File: src/rtl/cafeteira_uc.sv
// cafeteira_uc: control unit for the coffee machine.
// Sequences cup check, pump, boiler, valve and final drip.
module cafeteira_uc #(
  parameter int MAX_TENTATIVAS = 3
) (
  input  logic       clock,
  input  logic       reset,
  input  logic       rearma,
  input  logic       pronto_serial,
  input  logic       pronto_sensor_xicara,
  input  logic       timeout_xicara,
  input  logic       tem_xicara,
  input  logic       fim_bomba,
  input  logic       fim_ebulidor,
  input  logic       timeout_ebulidor,
  input  logic       fim_valvula,
  input  logic       fim_contagem,
  input  logic       fim_espera_fim,
  output logic       zera_serial,
  output logic       zera_sensor_xicara,
  output logic       zera_bomba,
  output logic       zera_ebulidor,
  output logic       zera_valvula,
  output logic       verifica_xicara,
  output logic       liga_bomba,
  output logic       liga_ebulidor,
  output logic       liga_valvula,
  output logic       conta_interferencia,
  output logic       conta_fim,
  output logic       pronto,
  output logic       erro,
  output logic [3:0] db_estado
);

  typedef enum logic [3:0] {
    INICIAL       = 4'h0,
    ESPERA_PEDIDO = 4'h1,
    MEDE_XICARA   = 4'h2,
    ESPERA_XICARA = 4'h3,
    BOMBA         = 4'h4,
    INTERFERENCIA = 4'h5,
    EBULIDOR      = 4'h6,
    VALVULA       = 4'h7,
    ESPERA_FIM    = 4'h8,
    FIM           = 4'h9,
    ERRO          = 4'hF
  } estado_t;

  logic [3:0] estado;
  estado_t    prox;
  logic [1:0] tentativas;
  logic [1:0] tent_inc;
  logic       xic_ok;
  logic       xic_falha;

  assign xic_ok    = pronto_sensor_xicara & tem_xicara;
  assign xic_falha = (estado == ESPERA_XICARA) & ~xic_ok &
                     (pronto_sensor_xicara | timeout_xicara);
  assign tent_inc  = (tentativas == 2'b11) ? 2'b11 : tentativas + 2'd1;

  always_comb begin
    prox = INICIAL;
    case (estado)
      INICIAL:       prox = ESPERA_PEDIDO;
      ESPERA_PEDIDO: prox = pronto_serial ? MEDE_XICARA : ESPERA_PEDIDO;
      MEDE_XICARA:   prox = ESPERA_XICARA;
      ESPERA_XICARA: begin
        if (xic_ok)
          prox = BOMBA;
        else if (pronto_sensor_xicara | timeout_xicara)
          prox = (int'(tent_inc) == MAX_TENTATIVAS) ? ERRO : MEDE_XICARA;
        else
          prox = ESPERA_XICARA;
      end
      BOMBA:         prox = fim_bomba ? INTERFERENCIA : BOMBA;
      INTERFERENCIA: prox = fim_contagem ? EBULIDOR : INTERFERENCIA;
      EBULIDOR: begin
        // reaching temperature wins over a coincident timeout
        if (fim_ebulidor)
          prox = VALVULA;
        else if (timeout_ebulidor)
          prox = ERRO;
        else
          prox = EBULIDOR;
      end
      VALVULA:       prox = fim_valvula ? ESPERA_FIM : VALVULA;
      ESPERA_FIM:    prox = fim_espera_fim ? FIM : ESPERA_FIM;
      FIM:           prox = INICIAL;
      ERRO:          prox = rearma ? INICIAL : ERRO;
      default:       prox = INICIAL;
    endcase
  end

  always_ff @(posedge clock or negedge reset) begin
    if (!reset) begin
      estado     <= INICIAL;
      tentativas <= 2'b00;
    end else begin
      estado <= prox;
      if (estado == INICIAL)
        tentativas <= 2'b00;
      else if (xic_falha)
        tentativas <= tent_inc;
    end
  end

  // pure decode of the state flop, so reset clears actuators at once
  assign zera_serial         = (estado == INICIAL);
  assign zera_sensor_xicara  = (estado == INICIAL);
  assign zera_bomba          = (estado == INICIAL);
  assign zera_ebulidor       = (estado == INICIAL);
  assign zera_valvula        = (estado == INICIAL);
  assign verifica_xicara     = (estado == MEDE_XICARA);
  assign liga_bomba          = (estado == BOMBA);
  assign liga_ebulidor       = (estado == EBULIDOR);
  assign liga_valvula        = (estado == VALVULA);
  assign conta_interferencia = (estado == INTERFERENCIA);
  assign conta_fim           = (estado == ESPERA_FIM);
  assign pronto              = (estado == FIM);
  assign erro                = (estado == ERRO);
  assign db_estado           = estado;

endmodule

File: config.mk
export PLATFORM = sky130hd
export DESIGN_NAME = cafeteira_uc
export DESIGN_NICKNAME = d
export VERILOG_FILES = /design/src/rtl/cafeteira_uc.sv
export SDC_FILE = /design/constraint.sdc
export NUM_CORES = 1
export LEC_CHECK = 0
export ABC_CLOCK_PERIOD_IN_PS = 2160
export BUFFER_PORTS_ARGS = -buffer_cell sky130_fd_sc_hd__buf_2
export CAP_MARGIN = 10
export CORE_MARGIN = 1.5
export CORE_UTILIZATION = 43
export DETAILED_ROUTE_END_ITERATION = 8
export PLACE_DENSITY = 0.77
export SYNTH_ARGS = -nofsm -noshare
export SYNTH_HDL_FRONTEND = slang
export SYNTH_SLANG_ARGS = --single-unit
File: constraint.sdc
create_clock -name clock -period 2.16 [get_ports clock]
set_input_delay 0.432 -clock clock [delete_from_list [all_inputs] [get_ports clock]]
set_output_delay 0.432 -clock clock [all_outputs]
set_load 0.02 [all_outputs]
; Yosys cells after proc, flatten, opt, wreduce, memory -nomap -nowiden
; Index checks and enable logic that the tools add are counted.
[totals]
regBits = 6
latchBits = 0
mem_bits_rw = 0
rom_bits = 0
inputBits = 13
out_inout_bits = 17
wordCells = 37
n_memories = 0
[op_classes]
n_addsub = 1
mul = 0
div_mod_pow = 0
order_cmp = 0
eq_ne = 12
n_shift = 0
muxes = 15
bitwise_logic = 5
reduce_logical = 2
[ops]
columns = operator, n
row1 = $pmux W4 S10, 1
row2 = $mux W4, 7
row3 = $eq A4 B3 Y1 const B, 4
row4 = $eq A4 B4 Y1 const B, 3
row5 = $mux W2, 5
row6 = $eq A4 B2 Y1 const B, 2
row7 = $eq A4 B1 Y1 const B, 1
row8 = $logic_not A4 Y1, 1
row9 = $and A1 B1 Y1, 3
row10 = $add A2 B1 Y2 const B, 1
row11 = $eq A2 B1 Y1 const B, 1
row12 = $eq A2 B2 Y1 const B, 1
row13 = $mux W1, 2
row14 = $reduce_bool A2 Y1, 1
row15 = $not A1 Y1, 1
row16 = $or A1 B1 Y1, 1

; Depth between registers and ports, before layout
[depth]
word_depth = 7
mapped_depth = 5
mapped_depth_nobuf = 4

; Least setup slack after synthesis
; OpenSTA, ideal clock, no wires.
[synth_timing]
path_kind = register to output
from = reg estado[1], in the netlist db_estado[1]
to = out zera_ebulidor
t_arrival_ns = 2.107
t_required_ns = 1.728
setup_slack_ns = -0.379
stages_incl_launch_ff = 4
n_path_buf = 2
path_cell_list = dfrtp_1 -> buf_6 -> nor4_1 -> buf_4
[synth_between]
elab_chain_cells = 1
[synth_lines]
columns = item, line
row1 = from (decl), 49  ; logic [3:0] estado;
row2 = from (signal assigned), 99  ; estado <= prox;
row3 = $logic_not A4 Y1, n/a
row4 = to (decl), 22  ; output logic zera_ebulidor,
; No other way between the ends.

; Worst setup path after layout
[layout_timing]
from = reg estado[0], in the netlist db_estado[0]
to = out zera_valvula
[layout_between]
elab_chain_cells = 1
[layout_lines]
columns = item, line
row1 = $logic_not A4 Y1, 112  ; assign zera_valvula = (estado == INICIAL);
row2 = to (decl), 23  ; output logic zera_valvula,
; No other way between the ends.

==> metrics.txt <==
status finished, final reports clean; fraction of layout cells with a size suffix above 1 50.0%; Worst Setup SP db_estado[0]$_DFF_PN0_; hpwl dp 975 um; clk_lat worst skew 0.23 ns; gpl congestion 0.830; Routed WL per cell 11.4 um; Worst Reg-to-Reg Cells 5; Ys Warns 0; CTS sink cnt 6; worst min path class input pin to async pin; Num CTS Buffers 3; drt initial violations 7; first-pass GRT wire length 2080 um; clk buf depth 2; flop-to-flop setup slack 0.67 ns; DR vias 548; CTS hold repair buffers 0; critical path capture point type output pin; GRT Overall Usage 20.2%; final antenna-violating net count 0; post-synth top area share 26.4%; Period minus WS final 1.96 ns; Tcrit/Tclk final 90.7%; initial antenna violation count 0; clk_skew 0.00294 ns; DRC 0; count of final setup violators 0; Cell Pwr Density 1440 mW/mm^2; final net count 107; Core Region 0.00117 mm^2; H-tree level count 1; PortBufs 29; ys flop type dfrtp_1; max cap viols 0; Crit Path Class flip-flop to output pin; Max VDD drop 0.000894 V; Final Util 59.3%; P_leak 0.355 nW; CTS tree built; Overflow after GRT 0; crit path launch type flip-flop; Slew HR 65.8%; CTS clk-pin slew, worst paths 0.04 ns; Die Y 39.3 um; Fill cells 110; Cells after Synth 66; Layout area overhead 22.2%; switching power share of the total 51.1%; FP Rows 12; synth cell count leaders nor2_1 (12), dfrtp_1 (6), a21oi_1 (4), buf_4 (4), nor3_1 (4); Mean Syn Cell Area 8.61 um^2; Reg-to-Reg End tentativas[0]$_DFFE_PN0P_; IO Pins 30; fraction of registers with async set/reset 100%; Starting Density 48.5%; DIE AREA 0.00155 mm^2; Max Slew Vio Count 0; Final Hold Viols 0; fmax 0.510 GHz; Net Sw Power 0.509 mW; Seq/Total Area, Yosys 26.4%; RSZ-0062 raised after global routing false; final WL 1210 um; Pint 0.488 mW; largest net degree at the start of global routing 16; Worst Tran Pin Value 0.510 ns; post-CTS sizing 0; drt pass-1 iters 2; Post-synth EDFFs 0; Yosys top cell by area dfrtp_1; Required @ worst endpoint 1.73 ns; Seq pwr share 25.7%; post-synthesis cell area 568 um^2; # diodes 0; Post-Syn Nets 79; most frequent cell after synthesis nor2_1; Clk pwr share 9.5%; vias per cell 5.17; Worst Path Arrival 1.53 ns; number of synthesized register bits 6; synth unique cells 35; power share of the combinational group 64.8%; CTS Root Cell clkbuf_4; setup bufs post-CTS 0; crit path max fanout 11; Post-Route Setup TNS 0 ns; die width 39.3 um; reg2reg start db_estado[2]$_DFF_PN0_; synth top area cells dfrtp_1 (26%), nor2_1 (7.9%), buf_4 (5.3%); vias in the first global route 467
## cell usage in the layout (no fill, tap or decap), drive strengths merged, types with 2 or more instances in the layout
| cell | netlist | layout |
|---|---|---|
| inv | 2 | 2 |
| nand2 | 4 | 4 |
| nor3 | 4 | 4 |
| nand2b | 2 | 2 |
| dfrtp | 6 | 6 |
| nor2 | 12 | 12 |
| a21oi | 4 | 4 |
| nor4 | 2 | 2 |
| buf | 6 | 31 |
| clkbuf | 2 | 3 |
## metal layers
| layer | vias up | routed length (um) | global-route usage (%) |
|---|---|---|---|
| met2 | 12 | 551 | 27.5 |
| met1 | 241 | 619 | 29.9 |
| met5 | - | 0 | 0 |
| met4 | 0 | 0 | 10.3 |
| li1 | 295 | - | - |
| met3 | 0 | 41 | 3.41 |
## flip-flops by register name (all words and copies together), names as in the netlist
register and cells:
tentativas 2, db_estado 4
## worst max path at each step
stage | slack [ns] | cells past startpoint | end
floorplan | 0.05 | 3 | zera_ebulidor
global placement | 0.46 | 2 | zera_serial
detailed placement | 0.42 | 2 | zera_valvula
CTS | 0.16 | 2 | zera_valvula
global route | 0.03 | 2 | zera_valvula
finish | 0.20 | 2 | zera_valvula
## metrics by stage
step	hold slack (ns)	power, mW	cells	area [um^2]	setup slack [ns]
floorplan	0.136	0.822	66	574	0.0540
global placement	0.254	0.897	103	672	0.463
detailed placement	0.257	0.907	103	672	0.422
CTS	0.00231	1.01	106	694	0.161
global route	0.00492	1.09	106	694	0.0323
finish	0.00857	0.997	106	694	0.201
## power by group through the flow
stage	combinational [mW]	sequential [mW]	clock [mW]
after floorplan	0.571	0.251	0
after global placement	0.645	0.252	0
after detailed placement	0.648	0.258	0
after CTS	0.649	0.257	0.100
after global routing	0.709	0.271	0.109
final	0.647	0.256	0.0947
## layout make-up
cell class,count,area (um^2),share of cell area (%)
clock buffers,3,22.5,3.24
well taps,14,17.5,2.52
flip-flops and latches,6,150,21.6
inverters,2,7.51,1.08
repair buffers,31,160,23.1
multi-input cells,50,337,48.5
## cells by family after synthesis
group	count (synthesis)	synth area share [%]
multiplexers	1	1.76
AO/OA/AOI/OAI	15	20.5
buffers and inverters	10	15.4
flip-flops	6	26.4
AND/OR/NAND/NOR	34	35.9
## worst max-delay path, stage by stage, from the launching register on
cell     delay, ns
dfrtp_1       0.49
nor4_2        0.54
buf_2         0.26
No activity file was read; power rests on OpenSTA's default activity.
